===== config.mk =====
export PLATFORM = sky130hd
export DESIGN_NAME = hex_uart_tx
export DESIGN_NICKNAME = d
export VERILOG_FILES = /design/src/rtl/hex_uart_tx.sv
export SDC_FILE = /design/constraint.sdc
export NUM_CORES = 1
export LEC_CHECK = 0
export BUFFER_PORTS_ARGS = -buffer_cell sky130_fd_sc_hd__buf_2
export CAP_MARGIN = 20
export CORE_UTILIZATION = 58
export DETAILED_ROUTE_END_ITERATION = 8
export MAX_ROUTING_LAYER = met4
export PLACE_DENSITY_LB_ADDON = 0.3
export SYNTH_ARGS = -nofsm -noshare
export SYNTH_HDL_FRONTEND = slang
export SYNTH_SLANG_ARGS = --single-unit

===== constraint.sdc =====
create_clock -name clk -period 3.9 [get_ports clk]
set_input_delay 0.39 -clock clk [delete_from_list [all_inputs] [get_ports clk]]
set_output_delay 0.39 -clock clk [all_outputs]
set_load 0.03 [all_outputs]

===== src/rtl/hex_uart_tx.sv =====
// Sends each accepted DATA_W-bit word as uppercase ASCII hex plus a line terminator over an 8N1 UART.
// Build option HEX_UART_CRLF_EN selects a CR LF terminator; otherwise a single space is sent.
module hex_uart_tx #(
  parameter int CLK_FREQ = 48000000,
  parameter int BAUD     = 1200,
  parameter int DATA_W   = 24
) (
  input  logic              clk,
  input  logic              rst,
  input  logic [DATA_W-1:0] in_dat,
  input  logic              in_stb,
  output logic              in_rdy,
  output logic              tx_out,
  output logic              busy,
  output logic [7:0]        ovf_cnt
);

  localparam int SYM_CNT = CLK_FREQ / BAUD;
  localparam int DIGITS  = DATA_W / 4;
`ifdef HEX_UART_CRLF_EN
  localparam int TERM_LEN = 2;
`else
  localparam int TERM_LEN = 1;
`endif
  localparam int NCHR = DIGITS + TERM_LEN;
  localparam int TW   = $clog2(SYM_CNT + 1);
  localparam int CW   = $clog2(NCHR + 1);

  typedef enum logic [1:0] {IDLE, START, DATA, STOP} state_t;

  state_t            state, state_n;
  logic [TW-1:0]     timer, timer_n;
  logic [2:0]        bit_idx, bit_n;
  logic [CW-1:0]     chr_idx, chr_n;
  logic [DATA_W-1:0] word;
  logic              accept, sym_end, tx_n;
  logic [7:0]        chr_byte;

  function automatic logic [7:0] nib_to_ascii(input logic [3:0] nib);
    if (nib < 4'd10) return 8'h30 + {4'h0, nib};
    else             return 8'h37 + {4'h0, nib};
  endfunction

  // Character idx of the frame: hex digits MSB nibble first, then the terminator.
  function automatic logic [7:0] char_at(input logic [DATA_W-1:0] w, input logic [CW-1:0] idx);
    logic [7:0] c;
`ifdef HEX_UART_CRLF_EN
    c = (idx == CW'(DIGITS)) ? 8'h0D : 8'h0A;
`else
    c = 8'h20;
`endif
    for (int i = 0; i < DIGITS; i++)
      if (idx == CW'(i)) c = nib_to_ascii(w[DATA_W-1-4*i -: 4]);
    return c;
  endfunction

  assign accept  = in_stb & in_rdy;
  assign sym_end = (timer == TW'(SYM_CNT - 1));

  // Next-state: timer restarts at 0 whenever the state or the bit changes.
  always_comb begin
    state_n  = state;
    timer_n  = timer + 1'b1;
    bit_n    = bit_idx;
    chr_n    = chr_idx;
    tx_n     = 1'b1;
    chr_byte = 8'hFF;
    case (state)
      IDLE: begin
        timer_n = '0;
        if (accept) begin
          state_n = START;
          chr_n   = '0;
          bit_n   = '0;
        end
      end
      START: begin
        if (sym_end) begin
          timer_n = '0;
          bit_n   = '0;
          state_n = DATA;
        end
      end
      DATA: begin
        if (sym_end) begin
          timer_n = '0;
          if (bit_idx == 3'd7) state_n = STOP;
          else                 bit_n   = bit_idx + 1'b1;
        end
      end
      STOP: begin
        if (sym_end) begin
          timer_n = '0;
          if (chr_idx == CW'(NCHR - 1)) begin
            state_n = IDLE;
          end else begin
            chr_n   = chr_idx + 1'b1;
            state_n = START;
          end
        end
      end
      default: state_n = IDLE;
    endcase

    case (state_n)
      START:   tx_n = 1'b0;
      DATA: begin
        chr_byte = char_at(word, chr_n);
        tx_n     = chr_byte[bit_n];
      end
      default: tx_n = 1'b1;
    endcase
  end

  // Registered control and outputs.
  always_ff @(posedge clk) begin
    if (rst) begin
      state   <= IDLE;
      timer   <= '0;
      bit_idx <= '0;
      chr_idx <= '0;
      tx_out  <= 1'b1;
      in_rdy  <= 1'b1;
      busy    <= 1'b0;
      ovf_cnt <= '0;
    end else begin
      state   <= state_n;
      timer   <= timer_n;
      bit_idx <= bit_n;
      chr_idx <= chr_n;
      tx_out  <= tx_n;
      in_rdy  <= (state_n == IDLE);
      busy    <= (state_n != IDLE);
      if (in_stb && !in_rdy && ovf_cnt != 8'hFF) ovf_cnt <= ovf_cnt + 1'b1;
    end
  end

  // Word is data only; it is meaningful solely after an accept.
  always_ff @(posedge clk) begin
    if (accept) word <= in_dat;
  end

endmodule


# Word-level counts from Yosys, hierarchy flattened
# Index checks and enable logic that the tools add are counted.
# classes
addsub	16
multipliers	0
n_div	0
order_cmp	7
eq_ne	14
n_shift	0
muxes	34
bitwise	1
n_reduce_logical	8
# op_table
op	count
$add 6x4->7 const A	12
$mux 7	7
$mux 8	6
$pmux 16 s2	1
$lt 4x4->1 const B	6
$mux 3	7
$add 16x1->16 const B	1
$eq 16x16->1 const B	1
$mux 16	1
$eq 3x3->1 const B	4
$mux 2	5
$pmux 3 s3	1
$add 8x1->8 const B	1
$ne 8x8->1 const B	1
$pmux 2 s4	1
$add 3x1->3 const B	2
$eq 2x2->1 const B	3
$eq 3x2->1 const B	2
$pmux 3 s2	1
$eq 2x1->1 const B	2
$logic_not 2->1	2
$lt 3x4->1 const B	1
$bmux 1 s3	1
$eq 3x1->1 const B	1
8 further kinds	10
# word_totals
ff_bits	59
latch_bits	0
ramBits	0
rom_bits	0
in_bits	27
output_inout_bits	11
wordCells	89
memories	0

# Depth between registers and ports, before layout
# Gate-level depths: netlist of the first run.
# logic_depth
ltp_word	15
ltp_mapped	12
mapped_depth_nobuf	11

# Worst setup path before layout of the first run
# No wires, ideal clock.
# synth_timing
path_type	reg-to-reg
start	register timer[6]
end	register tx_out
setup_time_ns	0.074
t_arrival_ns	2.894
required_ns	3.826
path_slack_ns	0.932
path_stages_with_launch	11
n_path_buf	1
period_less_slack_ns	2.968
path_cell_list	dfxtp_1 > or4b_4 > or4_4 > buf_6 > a211o_1 > o21bai_4 > a22oi_4 > a311oi_1 > a31o_1 > a211o_1 > a31oi_1
# synth_between
elab_chain_cells	14
word_cells_on_any_way	28
cone_classes	eq/ne: 8; mux: 19; reduce/logical: 1
# synth_lines
element	line_no	source
start, declared	32	logic [TW-1:0] timer, timer_n;
start signal, assigned	128	timer <= timer_n;
$eq 16x16->1 *	58	assign sym_end = (timer == TW'(SYM_CNT - 1));
$mux 3	92	if (sym_end) begin
$pmux 3 s2	68	case (state)
$logic_not 3->1	53	if (idx == CW'(i)) c = nib_to_ascii(w[DATA_W-1-4*i -: 4]);
$mux 7	53	
$mux 8 (5 in series)	53	
$mux 8	105	case (state_n)
$bmux 1 s3	109	tx_n = chr_byte[bit_n];
$mux 1 (not written as such)	109	
$pmux 1 s2 *	105	
end signal, assigned	131	tx_out <= tx_n;
end, declared	13	output logic tx_out,
# Mark *: on every way between the ends. The rest lies on a longest branch, timed or not. The select of a mux whose other input is x is not followed.
# A chain may end at the register's enable or synchronous reset.

# Worst setup path in the final report of the first run
# Ends and elaborated chain as after synthesis.

==> run metrics, run 1 <==
setup ws final=459 ps; CTS resizes=0; number of remaining DRC errors=0; Worst Hold Class=input pin to flop; Final setup viols=0; CTS Buffer Depth=2; DR WL/cell=between 10 and 15 um; routed via count=around 2.7k; Post-Syn Area=approximately 3300 sq um; Placed Area=around 3500 sq um; sequential fraction of the synthesis area=0.432; Pint=~1.2 mW; Post-synth EDFFs=24; Die Y=approximately 77 um; clk slew on worst S/H paths=70 ps; num rows=27; critical path type=flop to flop; power per cell area=around 490 nW/um^2; vias per cell=about 5.6; Routed WL=6360 um; fraction of power spent switching nets=0.334; Max Cap Viol=0; crit path from=timer[6]$_SDFF_PP0_; first-pass GRT wire length=roughly 11000 um; Worst setup endpoint=tx_out$_SDFF_PP1_; r2r worst-path depth=9; Hold Buf Count CTS=0; Synth Warn #=0; R2R setup slack=between 400 and 500 ps; hpwl dp=around 4600 um; Hold Vio Cnt, Final=0; register share of total power=0.431; synth unique cells=between 50 and 60; max-slew violations=0; fmax=0.291 GHz; I/O pin total=38; port bufs=37; RSZ-0062 raised after global routing=false; Syn Area/Cell=slightly above 9 sq um; Placer Congestion=between 0.9 and 1; vias in the first global route=2434; Tmin final=between 3000 and 4000 ps; clk_lat worst skew=approximately 350 ps; GRT Util Overall=0.232; worst endpoint required time=~4200 ps; Arrival @ worst endpoint=around 3700 ps; Synth-to-Final Area Change=13.1%; pre-CTS setup slack=just over 600 ps; fill cell count=about 470; Clk pwr share=0.290; Clock Tree Root=clkbuf_8; total die area=~6000 sq um; initial antenna violation count=0; Slew headroom=0.571; setup tns final=0 ps; CP Launch Type=flop; Routed Antenna Nets=0; syn_nets=roughly 400; Slowest-stage cell, CP=or4b_4; synthesized instance count=356; Die Width=77.3 um; Power Total=1.81 mW; Layout Nets=between 400 and 500; TritonCTS clock tree=yes; Worst Tran Pin Value=642 ps; clk_skew=11.8 ps; Peak supply drop=310 uV; layout cell share with drive strength beyond 1=0.165; outcome=complete, no violations; Worst R2R Start=timer[6]$_SDFF_PP0_; GRT overflow=0; CP max stage delay=approximately 570 ps; # clock sinks=between 50 and 60; cts bufs inserted=9; Core Region=approximately 5500 sq um; Leakage Power=~1.5 nW; drt initial violations=between 150 and 200; ys async rst share=0; Yosys reg bits=slightly below 60; Top FF cell, synth=dfxtp_1; peak fanout along the critical path=28; H-tree lvl count=3; largest net degree at the start of global routing=29; Initial Util=0.601; reg2reg end=tx_out$_SDFF_PP1_; critical path endpoint category=flop; sw power=roughly 0.61 mW; Gate power share=0.279; Final Cell Area=about 3700 sq um; Final Cycle Share=0.882; Setup Buffers After CTS=0; drt first pass iters=4; Critical Path, Cell by Cell=or4b_4, nor4_4, mux2i_1, nor2_4, nor3_1, a2111oi_0, o211ai_1, a211o_1, a31oi_1; ANT cells=0
[cells in the mapped netlist (2+ instances only)]
cell type	instances	area, sq um
a21oi_1	24	120
or3_1	6	37.5
o211ai_1	2	15.0
dfxtp_1	35	701
nand3_1	12	60.1
a31oi_1	5	31.3
and3_1	7	43.8
xnor2_1	11	96.3
o21a_1	2	15.0
inv_1	23	86.3
xor2_1	12	105
clkbuf_1	7	26.3
o31ai_1	3	22.5
nor3b_1	3	22.5
mux2i_1	9	90.1
a31o_2	2	17.5
nand2_1	25	93.8
o22ai_1	3	18.8
nor2_1	50	188
ha_1	15	188
o21ai_0	19	95.1
nor2b_1	4	25.0
a211o_1	3	26.3
edfxtp_1	24	721
a21boi_0	2	15.0
nand4_1	11	68.8
nor3_1	7	35.0
[routing by layer]
metal / vias to the layer above / wire length [um] / global-route usage
met1: 1233 / 2980 / 0.285
li1: 1364 / - / -
met2: 63 / 2950 / 0.356
met4: 0 / 136 / 0.113
met5: - / 0 / -
met3: 12 / 293 / 0.0571
[metrics by stage]
step,util,hold slack (ps),instances
after global routing,0.679,209,473
final,0.679,219,473
after detailed placement,0.645,458,457
after CTS,0.679,206,473
after global placement,0.645,444,457
after floorplan,-,430,356
[logic make-up (layout without fill, tap and decap cells)]
logic type      Yosys count  after routing  share of synthesized area
simple gates            135            135                      0.206
xor+xnor                 23             23                     0.0613
buf+inv                  32             77                     0.0392
fa+ha+maj                15             15                     0.0571
mux                       9              9                     0.0274
flops                    59             59                      0.432
compound gates           83             83                      0.177
[how the worst min path moves through the flow]
stage	startpoint	endpoint	slack, ps	cells past startpoint
2_1_floorplan	timer[0]$_SDFF_PP0_	timer[0]$_SDFF_PP0_	430	1
3_3_place_gp	timer[0]$_SDFF_PP0_	timer[0]$_SDFF_PP0_	440	1
3_5_place_dp	timer[0]$_SDFF_PP0_	timer[0]$_SDFF_PP0_	460	1
4_1_cts	in_dat[0]	word[0]$_DFFE_PP_	210	1
5_1_grt	in_dat[6]	word[6]$_DFFE_PP_	210	1
6_report	in_dat[16]	word[16]$_DFFE_PP_	220	1
[layout make-up]
type | instances | area, sq um | area share
clock inverters | 3 | 18.8 | 0.00505
inverters | 23 | 86.3 | 0.0232
flip-flops and latches | 59 | 1420 | 0.382
multi-input cells | 265 | 1740 | 0.468
well taps | 72 | 90.1 | 0.0242
clock buffers | 13 | 170 | 0.0458
repair buffers | 38 | 193 | 0.0518
[state kept, by name (all words and copies together) (netlist names)]
signal and count:
in_rdy 1, ovf_cnt 8, tx_out 1, timer 16, busy 1, state 2
bit_idx 3, chr_idx 3, word 24
[critical path: cells and delay by family (launching register included)]
| kind | cells | cell delay (ps) |
|---|---|---|
| AOI/OAI and AO/OA | 4 | 1100 |
| muxes | 1 | 190 |
| DFF | 1 | 350 |
| and+or+nand+nor | 4 | 1730 |
[cell usage in the layout, fill, tap and decap left out, drive strengths merged, types with 9 or more instances in the layout]
cell type,instances
o21ai,19
nand2,25
nor2,51
dfxtp,35
nand4,11
a21oi,25
edfxtp,24
mux2i,9
ha,15
inv,24
buf,38
xor2,12
xnor2,11
clkbuf,13
nand3,12
[power by group through the flow]
stage / registers [mW] / clock network (mW) / logic, mW
after global placement: 0.791 / 0 / 0.499
after CTS: 0.781 / 0.537 / 0.508
final: 0.781 / 0.525 / 0.507
after detailed placement: 0.794 / 0 / 0.504
after global routing: 0.792 / 0.558 / 0.566
after floorplan: 0.813 / 0 / 0.362
Note: power is estimated with default switching activity, not from simulation.
==> inputs of run 2 (changes only) <==
--- a/config.mk
+++ b/config.mk
@@ -7,6 +7,7 @@
 export LEC_CHECK = 0
 export BUFFER_PORTS_ARGS = -buffer_cell sky130_fd_sc_hd__buf_2
 export CAP_MARGIN = 20
+export CORE_MARGIN = 4
 export CORE_UTILIZATION = 58
 export DETAILED_ROUTE_END_ITERATION = 8
 export MAX_ROUTING_LAYER = met4
==> constraint.sdc (replaced) <==
create_clock -name clk -period 3.55 [get_ports clk]
set_input_delay 0.355 -clock clk [delete_from_list [all_inputs] [get_ports clk]]
set_output_delay 0.355 -clock clk [all_outputs]
set_load 0.03 [all_outputs]
==> run 2 against run 1 <==
First-iteration DRC count up 40%. Cell count grew 0.21%. Clock power increased by 39%. Critical path type unchanged.
==> run metrics, run 2 (synthesis gave the netlist of run 1 again) <==
commonest non-fill, non-tap cell in the layout=nor2_1 (unchanged); initial antenna violation count=0 (unchanged); Max Cap Viol=0 (unchanged); ANT cells=0 (unchanged); Die Y=83.3 um (was 77.3 um); Leakage Power=1.55 nW (was 1.53 nW); cts bufs inserted=9 (unchanged); Setup Buffers After CTS=0 (unchanged); CP max stage delay=570 ps (about the same); Gate power share=0.260 (was 0.279); DR WL/cell=14.0 um (was 13.4 um); Synth-to-Final Area Change=14.9% (was 13.1%); Final Cycle Share=0.947 (was 0.882); Clock Tree Root=clkbuf_8 (unchanged); setup tns final=0 ps (unchanged); Routed WL=6650 um (was 6360 um); vias per cell=5.59 (was 5.65); num rows=27 (unchanged); # clock sinks=59 (unchanged); Layout Nets=439 (was 438); Routed Antenna Nets=0 (unchanged); routed via count=2651 (was 2672); register share of total power=0.400 (was 0.431); R2R setup slack=190 ps (was 460 ps); critical path endpoint category=flop (unchanged); Worst Hold Class=input pin to flop (unchanged); H-tree lvl count=3 (unchanged); CP Launch Type=flop (unchanged); total die area=6940 sq um (was 5970 sq um); Initial Util=0.597 (was 0.601); Pint=1.45 mW (was 1.21 mW); fraction of power spent switching nets=0.322 (was 0.334); Core Region=5510 sq um (was 5470 sq um); I/O pin total=38 (unchanged); TritonCTS clock tree=yes (unchanged); Tmin final=3360 ps (was 3440 ps); GRT Util Overall=0.202 (was 0.232); drt initial violations=236 (was 168); Most flops, register=word (unchanged); peak fanout along the critical path=28 (unchanged); port bufs=37 (unchanged); outcome=complete, no violations (unchanged); sw power=0.691 mW (was 0.606 mW); power per cell area=568 nW/um^2 (was 488 nW/um^2); layout cell share with drive strength beyond 1=0.172 (was 0.165); clk slew on worst S/H paths=80 ps (was 70 ps); Die Width=83.3 um (was 77.3 um); Slowest-stage cell, CP=or4b_4 (unchanged); clk_skew=8.07 ps (was 11.8 ps); Final Cell Area=3780 sq um (was 3720 sq um); Clk pwr share=0.340 (was 0.290); GRT overflow=0 (unchanged); max-slew violations=0 (unchanged); max FFs per register=24 (unchanged); hpwl dp=4780 um (was 4620 um); first-pass GRT wire length=11200 um (was 10600 um); Placer Congestion=0.891 (was 0.918); clk_lat worst skew=340 ps (was 350 ps); worst endpoint required time=3810 ps (was 4170 ps); Slew headroom=0.573 (was 0.571); Peak supply drop=376 uV (was 310 uV); Hold Buf Count CTS=0 (unchanged); number of remaining DRC errors=0 (unchanged); Hold Vio Cnt, Final=0 (unchanged); fmax=0.298 GHz (was 0.291 GHz); Worst Tran Pin Value=638 ps (was 642 ps); Final setup viols=0 (unchanged); RSZ-0062 raised after global routing=false (unchanged); final core utilization=0.686 (was 0.679); Arrival @ worst endpoint=3620 ps (was 3710 ps); CTS resizes=0 (unchanged); CTS Buffer Depth=2 (unchanged); critical path type=flop to flop (unchanged); largest net degree at the start of global routing=29 (unchanged); drt first pass iters=5 (was 4); most frequent cells in the layout=nor2_1 (50), buf_2 (37), dfxtp_1 (35) (unchanged); Critical Path, Cell by Cell=or4b_4, nor4_4, mux2i_1, nor2_4, nor3_1, a2111oi_0, o211ai_1, a211o_1, a31oi_1 (unchanged); biggest regs=word x24, timer x16, ovf_cnt x8 (unchanged); Placed Area=3540 sq um (was 3530 sq um); vias in the first global route=2431 (was 2434)
[run 2: path summary, 6_finish.rpt]
path | depth (start not counted) | to | from
max | 9 | tx_out$_SDFF_PP1_ | timer[6]$_SDFF_PP0_
min | 1 | word[6]$_DFFE_PP_ | in_dat[6]
max reg2reg | 9 | tx_out$_SDFF_PP1_ | timer[6]$_SDFF_PP0_
min reg2reg | 1 | timer[0]$_SDFF_PP0_ | timer[0]$_SDFF_PP0_
[run 2: cell type report]
type | instances | area [sq um]
Multi-Input combinational cell | 265 | 1740
Fill cell | 437 | 1730
Sequential cell | 59 | 1420
Timing Repair Buffer | 39 | 200
Clock buffer | 10 | 149
Clock inverter | 6 | 93.8
Tap cell | 72 | 90.1
Inverter | 23 | 86.3
[run 2: critical path: cells and delay by family, from the launching register on]
kind	cells	cell delay (ps)
AND/OR/NAND/NOR	4	1710
multiplexers	1	190
flip-flops	1	370
AO/OA/AOI/OAI	4	1000
[run 2: power groups by stage]
| stage | clock network, mW | logic, mW | registers [mW] |
|---|---|---|---|
| 3_3_place_gp | 0 | 0.546 | 0.869 |
| 3_5_place_dp | 0 | 0.558 | 0.873 |
| 5_1_grt | 0.778 | 0.617 | 0.872 |
| 6_report | 0.728 | 0.558 | 0.859 |
| 2_1_floorplan | 0 | 0.398 | 0.893 |
| 4_1_cts | 0.741 | 0.562 | 0.858 |
[run 2: per-layer routing]
layer | up-vias | routed length [um] | global-route usage
met4 | 0 | 53 | 0.0475
li1 | 1366 | - | -
met3 | 7 | 330 | 0.0645
met5 | - | 0 | -
met1 | 1213 | 3130 | 0.261
met2 | 65 | 3130 | 0.311
[run 2: through the flow]
step | std cells | setup WS [ps] | power [mW] | hold slack, ps
after floorplan | 356 | 582 | 1.29 | 430
final | 474 | 189 | 2.14 | 191
after CTS | 474 | 214 | 2.16 | 173
after detailed placement | 458 | 223 | 1.43 | 476
after global placement | 458 | 340 | 1.42 | 445
after global routing | 474 | 36.0 | 2.27 | 163
